[src/rtl/vga_pkg.sv]
// Shared VGA timing constants (default 640x480@60 geometry) and the pixel
// coordinate type used by the raster timing generator.
package vga_pkg;

  localparam int DEF_H_SYNC   = 96;
  localparam int DEF_H_BACK   = 48;
  localparam int DEF_H_ACTIVE = 640;
  localparam int DEF_H_FRONT  = 16;
  localparam int DEF_V_SYNC   = 2;
  localparam int DEF_V_BACK   = 33;
  localparam int DEF_V_ACTIVE = 480;
  localparam int DEF_V_FRONT  = 10;

  localparam int DEF_H_TOTAL = DEF_H_SYNC + DEF_H_BACK + DEF_H_ACTIVE + DEF_H_FRONT;
  localparam int DEF_V_TOTAL = DEF_V_SYNC + DEF_V_BACK + DEF_V_ACTIVE + DEF_V_FRONT;

  localparam int DEF_CNT_W = 10;

  typedef logic [DEF_CNT_W-1:0] pix_coord_t;

endpackage

[src/rtl/vga_delay_line.sv]
// Enable-gated shift register of configurable width and depth; every stage
// resets to RST_VAL. Depth 0 is a plain wire.
module vga_delay_line #(
  parameter int               WIDTH   = 1,
  parameter int               DEPTH   = 1,
  parameter logic [WIDTH-1:0] RST_VAL = '0
) (
  input  logic             clk,
  input  logic             rst_n,
  input  logic             en,
  input  logic [WIDTH-1:0] din,
  output logic [WIDTH-1:0] dout
);

  if (DEPTH == 0) begin : g_bypass
    logic unused_bypass;
    assign unused_bypass = ^{clk, rst_n, en};
    assign dout          = din;
  end else begin : g_shift
    logic [WIDTH-1:0] stage_q [DEPTH];
    logic [WIDTH-1:0] stage_d [DEPTH];

    always_comb begin
      stage_d = stage_q;
      if (en) begin
        stage_d[0] = din;
        for (int i = 1; i < DEPTH; i++) begin
          stage_d[i] = stage_q[i-1];
        end
      end
    end

    always_ff @(posedge clk or negedge rst_n) begin
      if (!rst_n) begin
        for (int i = 0; i < DEPTH; i++) begin
          stage_q[i] <= RST_VAL;
        end
      end else begin
        stage_q <= stage_d;
      end
    end

    assign dout = stage_q[DEPTH-1];
  end

endmodule

[src/rtl/vga_timing_gen.sv]
// Parametrised VGA raster timing generator: h/v counters, active-area decode,
// and sync/DE delayed to match the renderer. VGA_TIMING_FRAME_CNT_EN adds frame_cnt.
module vga_timing_gen
  import vga_pkg::*;
#(
  parameter int H_SYNC     = DEF_H_SYNC,
  parameter int H_BACK     = DEF_H_BACK,
  parameter int H_ACTIVE   = DEF_H_ACTIVE,
  parameter int H_FRONT    = DEF_H_FRONT,
  parameter int V_SYNC     = DEF_V_SYNC,
  parameter int V_BACK     = DEF_V_BACK,
  parameter int V_ACTIVE   = DEF_V_ACTIVE,
  parameter int V_FRONT    = DEF_V_FRONT,
  parameter bit HS_POL     = 1'b0,
  parameter bit VS_POL     = 1'b0,
  parameter int PIPE_DELAY = 1,
  parameter int CNT_W      = DEF_CNT_W
) (
  input  logic             clk,
  input  logic             rst_n,
  input  logic             vga_clk,
  output logic [CNT_W-1:0] h_cnt,
  output logic [CNT_W-1:0] v_cnt,
  output logic [CNT_W-1:0] pix_x,
  output logic [CNT_W-1:0] pix_y,
  output logic             in_active,
  output logic             line_start,
  output logic             frame_start,
  output logic             hor_sync,
  output logic             ver_sync,
  output logic             de
`ifdef VGA_TIMING_FRAME_CNT_EN
  ,
  output logic [15:0]      frame_cnt
`endif
);

  localparam int H_TOTAL   = H_SYNC + H_BACK + H_ACTIVE + H_FRONT;
  localparam int V_TOTAL   = V_SYNC + V_BACK + V_ACTIVE + V_FRONT;
  localparam int MAX_TOTAL = (H_TOTAL > V_TOTAL) ? H_TOTAL : V_TOTAL;

  localparam logic [CNT_W-1:0] H_LAST   = CNT_W'(H_TOTAL - 1);
  localparam logic [CNT_W-1:0] V_LAST   = CNT_W'(V_TOTAL - 1);
  localparam logic [CNT_W-1:0] H_SYNC_W = CNT_W'(H_SYNC);
  localparam logic [CNT_W-1:0] V_SYNC_W = CNT_W'(V_SYNC);
  localparam logic [CNT_W-1:0] H_ACT_LO = CNT_W'(H_SYNC + H_BACK);
  localparam logic [CNT_W-1:0] H_ACT_HI = CNT_W'(H_SYNC + H_BACK + H_ACTIVE - 1);
  localparam logic [CNT_W-1:0] V_ACT_LO = CNT_W'(V_SYNC + V_BACK);
  localparam logic [CNT_W-1:0] V_ACT_HI = CNT_W'(V_SYNC + V_BACK + V_ACTIVE - 1);

  if ((64'd1 << CNT_W) < 64'(MAX_TOTAL)) begin : g_err_cnt_w
    $error("vga_timing_gen: CNT_W too narrow for H_TOTAL/V_TOTAL");
  end
  if (H_SYNC == 0 || H_BACK == 0 || H_ACTIVE == 0 || H_FRONT == 0 ||
      V_SYNC == 0 || V_BACK == 0 || V_ACTIVE == 0 || V_FRONT == 0) begin : g_err_region
    $error("vga_timing_gen: every sync/porch/active region must be non-zero");
  end
  if (PIPE_DELAY < 0 || PIPE_DELAY > 8) begin : g_err_delay
    $error("vga_timing_gen: PIPE_DELAY must be in 0..8");
  end

  logic [CNT_W-1:0] h_cnt_q, h_cnt_d;
  logic [CNT_W-1:0] v_cnt_q, v_cnt_d;
  logic             h_wrap, v_wrap;
  logic             h_act, v_act;
  logic             hs_raw, vs_raw;

  assign h_wrap = (h_cnt_q == H_LAST);
  assign v_wrap = (v_cnt_q == V_LAST);

  // v_cnt advances on the same tick h_cnt wraps, so a new line starts with its final v value
  always_comb begin
    h_cnt_d = h_cnt_q;
    v_cnt_d = v_cnt_q;
    if (vga_clk) begin
      if (h_wrap) begin
        h_cnt_d = '0;
        v_cnt_d = v_wrap ? '0 : v_cnt_q + CNT_W'(1);
      end else begin
        h_cnt_d = h_cnt_q + CNT_W'(1);
      end
    end
  end

  always_ff @(posedge clk or negedge rst_n) begin
    if (!rst_n) begin
      h_cnt_q <= '0;
      v_cnt_q <= '0;
    end else begin
      h_cnt_q <= h_cnt_d;
      v_cnt_q <= v_cnt_d;
    end
  end

  assign h_act = (h_cnt_q >= H_ACT_LO) && (h_cnt_q <= H_ACT_HI);
  assign v_act = (v_cnt_q >= V_ACT_LO) && (v_cnt_q <= V_ACT_HI);

  assign h_cnt       = h_cnt_q;
  assign v_cnt       = v_cnt_q;
  assign pix_x       = h_act ? (h_cnt_q - H_ACT_LO) : '0;
  assign pix_y       = v_act ? (v_cnt_q - V_ACT_LO) : '0;
  assign in_active   = h_act && v_act;
  assign line_start  = (h_cnt_q == '0);
  assign frame_start = (h_cnt_q == '0) && (v_cnt_q == '0);

  assign hs_raw = (h_cnt_q < H_SYNC_W) ? HS_POL : ~HS_POL;
  assign vs_raw = (v_cnt_q < V_SYNC_W) ? VS_POL : ~VS_POL;

  vga_delay_line #(
    .WIDTH   (3),
    .DEPTH   (PIPE_DELAY),
    .RST_VAL ({~HS_POL, ~VS_POL, 1'b0})
  ) u_delay (
    .clk   (clk),
    .rst_n (rst_n),
    .en    (vga_clk),
    .din   ({hs_raw, vs_raw, in_active}),
    .dout  ({hor_sync, ver_sync, de})
  );

`ifdef VGA_TIMING_FRAME_CNT_EN
  logic [15:0] frame_cnt_q, frame_cnt_d;

  always_comb begin
    frame_cnt_d = frame_cnt_q;
    if (vga_clk && h_wrap && v_wrap) begin
      frame_cnt_d = frame_cnt_q + 16'd1;
    end
  end

  always_ff @(posedge clk or negedge rst_n) begin
    if (!rst_n) begin
      frame_cnt_q <= '0;
    end else begin
      frame_cnt_q <= frame_cnt_d;
    end
  end

  assign frame_cnt = frame_cnt_q;
`endif

endmodule

[config.mk]
export PLATFORM = sky130hd
export DESIGN_NAME = vga_timing_gen
export DESIGN_NICKNAME = d
export VERILOG_FILES = /design/src/rtl/vga_pkg.sv /design/src/rtl/vga_delay_line.sv /design/src/rtl/vga_timing_gen.sv
export SDC_FILE = /design/constraint.sdc
export NUM_CORES = 1
export LEC_CHECK = 0
export CAP_MARGIN = 40
export CELL_PAD_IN_SITES_DETAIL_PLACEMENT = 1
export CELL_PAD_IN_SITES_GLOBAL_PLACEMENT = 1
export CORE_MARGIN = 2
export CORE_UTILIZATION = 30
export DETAILED_ROUTE_END_ITERATION = 7
export PLACE_DENSITY = 0.81
export SETUP_SLACK_MARGIN = 0.1
export SYNTH_ARGS = -nofsm -noshare
export SYNTH_HDL_FRONTEND = slang
export SYNTH_HIERARCHICAL = 1
export SYNTH_SLANG_ARGS = --single-unit
export TNS_END_PERCENT = 30
[constraint.sdc]
create_clock -name clk -period 2 [get_ports clk]
set_input_delay 0.2 -clock clk [delete_from_list [all_inputs] [get_ports clk]]
set_output_delay 0.2 -clock clk [all_outputs]
set_load 0.02 [all_outputs]
# ---- Word-level counts from Yosys, hierarchy flattened
# Index checks and enable logic that the tools add are counted.
# Widths: inputs -> output; s select.
dict set report totals {
  regBits 23
  latchBits 0
  ram_bits 0
  rom_bits 0
  out_inout_bits 46
  elab_cells 28
  n_memories 0
}
dict set report op_classes {
  n_addsub 4
  multipliers 0
  div_mod_pow 0
  magnitude_cmp 6
  n_eq_ne 2
  n_shift 0
  muxes 6
  bitwise_logic 0
  n_reduce_logical 7
}
# op count
set ops {}
lappend ops {{$mux 10} 4}
lappend ops {{$add 10x1->10 const B} 2}
lappend ops {{$eq 10x10->1 const B} 2}
lappend ops {{$le 10x10->1 const B} 2}
lappend ops {{$logic_not 10->1} 2}
lappend ops {{$ge 10x6->1 const B} 1}
lappend ops {{$ge 10x8->1 const B} 1}
lappend ops {{$lt 10x2->1 const B} 1}
lappend ops {{$lt 10x7->1 const B} 1}
lappend ops {{$sub 10x6->10 const B} 1}
lappend ops {{$sub 10x8->10 const B} 1}
lappend ops {{$logic_and 1x1->1} 4}
lappend ops {{$mux 1} 2}
lappend ops {{$reduce_and 2->1} 1}

# ---- Logic depth before layout (Yosys ltp)
dict set report depth {
  depth_word 3
  ltp_mapped 8
  ltp_nobuf 7
}

# ---- By module
# The synthesis kept the hierarchy.
# mod instances cells_per_inst area_each_um2
set by_module_without_submodules {}
lappend by_module_without_submodules {vga_timing_gen 1 192 1500.2}
lappend by_module_without_submodules {vga_delay_line 1 6 111.4}

# ---- Least setup slack after synthesis
# No wires, ideal clock.
dict set report synth_path {
  path_kind {flip-flop to flip-flop}
  start {register v_cnt_q[0] (netlist: v_cnt[0])}
  end {register u_delay.g_shift.stage_q, in the netlist u_delay/dout[0]}
  t_arrival_ns 2.191
  path_slack_ns -0.315
  path_stages_with_launch 7
  n_path_buf 1
  cell_sequence {dfrtp_1 > ha_1 > o41ai_1 > a22o_1 > clkbuf_1 > nor2_1 > mux2_2}
}
dict set report synth_between {
  elab_chain_len 3
  elab_cells_between_ends 4
  cone_classes {order compare (2); reduce/logical (2)}
}
# element line_no
set synth_rtl {}
lappend synth_rtl {{start, declared} vga_timing_gen.sv:63} ;# logic [CNT_W-1:0] v_cnt_q, v_cnt_d;
lappend synth_rtl {{start signal, assigned} vga_timing_gen.sv:91} ;# v_cnt_q <= v_cnt_d;
lappend synth_rtl {{$ge 10x6->1 / $le 10x10->1 (equally long branches)} vga_timing_gen.sv:96} ;# assign v_act = (v_cnt_q >= V_ACT_LO) && (v_cnt_q <= V_ACT_HI);
lappend synth_rtl {{$logic_and 1x1->1 *} vga_timing_gen.sv:96}
lappend synth_rtl {{$logic_and 1x1->1 *} vga_timing_gen.sv:102} ;# assign in_active = h_act && v_act;
lappend synth_rtl {{net in_active} vga_timing_gen.sv:26} ;# output logic in_active,
lappend synth_rtl {{end signal, assigned} vga_delay_line.sv:39} ;# stage_q <= stage_d;
lappend synth_rtl {{end, declared} vga_delay_line.sv:20} ;# logic [WIDTH-1:0] stage_q [DEPTH];
# Mark *: on every way through the listed nets, which the timed path passes. The rest lies on a longest branch.
# A chain may end at the register's enable or synchronous reset.

# ---- Worst setup path after layout
dict set report layout_path {
  start {register v_cnt_q[0] (netlist: v_cnt[0])}
  end {output port pix_y[6]}
}
dict set report layout_between {
  elab_chain_len 3
  elab_cells_between_ends 5
  cone_classes {add/sub (1); order compare (2); mux (1); reduce/logical (1)}
}
# element line_no
set layout_rtl {}
lappend layout_rtl {{$ge 10x6->1 / $le 10x10->1 (equally long branches)} vga_timing_gen.sv:96}
lappend layout_rtl {{$logic_and 1x1->1} vga_timing_gen.sv:96}
lappend layout_rtl {{$mux 10 *} vga_timing_gen.sv:101} ;# assign pix_y = v_act ? (v_cnt_q - V_ACT_LO) : '0;
lappend layout_rtl {{end, declared} vga_timing_gen.sv:25} ;# output logic [CNT_W-1:0] pix_y,
# Every way passes the cells marked *; elsewhere a longest branch is shown, timed or not.

==> summary.txt <==
Setup path
  • R2r startpoint: h_cnt[5]
  • R2R depth: 7
  • Worst R2R End: v_cnt[4]
  • Worst Setup End Kind: output port
  • R2r setup slk: -0.07 ns
  • Setup crit start kind: register
  • Critical path type: reg2out
  • Critical path fanouts, max: 5
  • Required @ worst endpoint: around 1.8 ns
  • WP data arrival: just over 2 ns
  • CP Launch Point: v_cnt[0]

Logic synthesis
  • Adder-Cell Fraction of Synth Area: 6.21%
  • Synth async-reset ratio: 100%
  • Yosys cell types: 40
  • Top_reg_cell synth: dfrtp_1
  • Compound-Gate Fraction of Synth Area: 9.70%
  • Post-Synthesis Cells: around 200
  • Cell area after synthesis: 1610 µm²
  • #FFs+latches synth: 23
  • EDFF count, synth: 0
  • Ys Warns: 6
  • Largest family of logic cells by synthesized area: simple AND/OR/NAND/NOR gates
  • Net Count, Synth: around 210
  • Seq/Total Area, Yosys: between 30 and 40%
  • Post-synthesis mux area share: 3.42%
  • Post-synthesis simple-gate area fraction: 29.5%
  • Synth Area per Inst: 8.14 µm²
  • Xor/xnor share of the synthesized area: a little over 9%

Detailed routing
  • DR pass1 iterations: 4
  • Vias: 1906
  • DRC violations left: 0
  • Vias per Instance: about 5.2
  • Post-Route WL: 6.73 mm
  • Initial DRC Count: 80
  • Final antenna-violating net count: 0
  • Detailed-route wire length per cell: 18.3 µm

Global routing
  • Grt ovf: 0
  • Gr usage total: a little under a quarter
  • Initial antenna violation count: 0
  • Vias in the first global route: approximately 2000
  • First-pass GRT wire length: 10.8 mm
  • Pin count of the biggest net entering global routing: 24

CTS
  • CTS Hold Bufs: 0
  • H-tree levels: 1
  • Clock root buffer: clkbuf_8
  • Clock Latency Late Sink: ~0.27 ns
  • Clock Sinks: 23
  • CTS tree: done
  • Clock Pin Slew Worst Setup and Hold Paths: about 0.090 ns
  • CTS buffer count: 3
  • CTS max path bufs: 2

Floorplan
  • Die area: between 5000 and 6000 µm²
  • IO Count: between 40 and 50
  • Die width: about 77 µm
  • Core area: between 5000 and 6000 µm²
  • Die Ht: ~77 µm
  • Site Rows: 26
  • Starting density of the core: 31.4%

STA
  • RSZ-0062 raised after global routing: true
  • Max-slew violation count: 0
  • Rel. slew slack: 65.1%
  • Hold Vio Cnt, Final: 0
  • Post-route clock period utilization: 113%
  • Fin Clk Skew: about 0.008 ns
  • Final setup violation count: 22
  • Worst-margin pin slew: 0.518 ns
  • Slack of the critical path: -0.252 ns
  • Fmax: 0.444 GHz
  • Hold WS: 0.290 ns
  • Min Tclk post-route: 2.25 ns

Cells and area
  • # nets final: 309
  • Share of cells above drive strength 1: a little under half
  • Antenna Cells: 0
  • Area Growth Syn to Fin: 78.0%
  • Final Util: 55.8%

Run
  • MaxCap Viol Count: 0

Pwr
  • Max VDD drop: between 0.0005 and 0.0006 V
  • Power Density: 819 nW/µm²
  • Leak: between 0.001 and 0.0015 µW

Min path
  • HP Class: in2async

Placement
  • Gpl congestion: 0.854
  • DP HPWL: 4.45 mm
  • Place WS: -0.383 ns
  • I/O Buffers: between 40 and 50

Status
  • Status: complete, but fails checks
  • Violated checks: negative setup slack
-- repair_timing --
item	CTS	global route
endpoints found under the setup margin	38	41
gates resized for setup	132	26
pin swaps	8	10
buffers inserted	6	2
-- metal layers --
layer | wire length [µm] | track usage, % | share of wire [%]
met5 | 0 | 0 | 0
met3 | 213 | 3.29 | 3.2
met1 | 2960 | 27.8 | 44
met2 | 3350 | 40.6 | 50
met4 | 199 | 7.14 | 3.0
-- cells in the final DEF (no fill, tap or decap), types with 3 or more instances in the layout --
cell type and count:
nor2_4 5, dfrtp_1 17, clkdlybuf4s50_1 24, nor3_1 3, nand3_1 8, buf_4 60, inv_1 6, clkbuf_8 3
o21ai_0 5, inv_2 3, nor2_1 19, nand2_1 21, dfrtp_2 4, buf_2 11, and3_1 5, ha_1 4
xnor2_1 16, nand4_1 6, ha_4 3, nor3_2 3, nor2_2 6, buf_6 14, mux2_2 4
-- cells by family after synthesis --
group | Yosys count
compound gates | 23
xor+xnor | 17
fa+ha+maj | 8
buf+inv | 25
flops | 23
mux | 5
simple gates | 97
-- registers in the layout, indices dropped and copies added (netlist names) --
register and cells:
v_cnt 10, h_cnt 10, u_delay/dout 3
-- per-stage QoR --
stage | TNS (ns) | power (µW) | instances | instance area, µm²
floorplan | -0.280 | 1200 | 198 | 1710
global placement | -5.84 | 1830 | 355 | 2610
detailed placement | -6.89 | 1880 | 355 | 2610
CTS | -1.49 | 2240 | 365 | 2760
global route | -4.39 | 2460 | 367 | 2870
finish | -2.53 | 2350 | 367 | 2870
-- worst max-delay path by stage --
stage,endpoint,cells past startpoint
final,pix_y[6],7
after global routing,pix_y[6],7
after CTS,pix_y[9],5
after detailed placement,pix_x[7],8
after global placement,pix_y[3],6
after floorplan,v_cnt[4],7
-- power by group --
part | total [µW] | switching [µW] | leakage, µW | internal, µW
combinational | 1430 | 760 | 0.00102 | 672
sequential | 612 | 72.6 | 0.000275 | 539
clock | 307 | 164 | 0.0000228 | 143
total | 2350 | 996 | 0.00131 | 1350
-- synth_stat cells (3+ instances only) --
cell       n  area [µm²]
a21oi_1    3        15.0
and3_1     5        31.3
clkbuf_1  12        45.0
dfrtp_1   21         526
ha_1       8         100
inv_1     10        37.5
mux2_2     4        45.0
nand2_1   21        78.8
nand2b_1   3        18.8
nand3_1    8        40.0
nand4_1    6        37.5
nor2_1    30         113
nor3_1     8        40.0
nor4_1     4        25.0
o21ai_0    6        30.0
o22ai_1    3        18.8
or3_1      3        18.8
xnor2_1   16         140
-- worst max-delay path, cell delays in order, from the launching register on --
cell and delay, ns:
dfrtp_2 0.46, ha_2 0.24, o41ai_4 0.33, buf_4 0.19
buf_4 0.10, xnor2_1 0.08, nor2_1 0.17, buf_2 0.20
-- cell type report --
cell class	count	area (µm²)
Fill cell	616	2270
Tap cell	70	87.6
Inverter	10	40.0
Sequential cell	23	583
Timing Repair Buffer	110	916
Multi-Input combinational cell	150	1200
Clock buffer	4	45.0
Note: power is estimated with default switching activity, not from simulation.
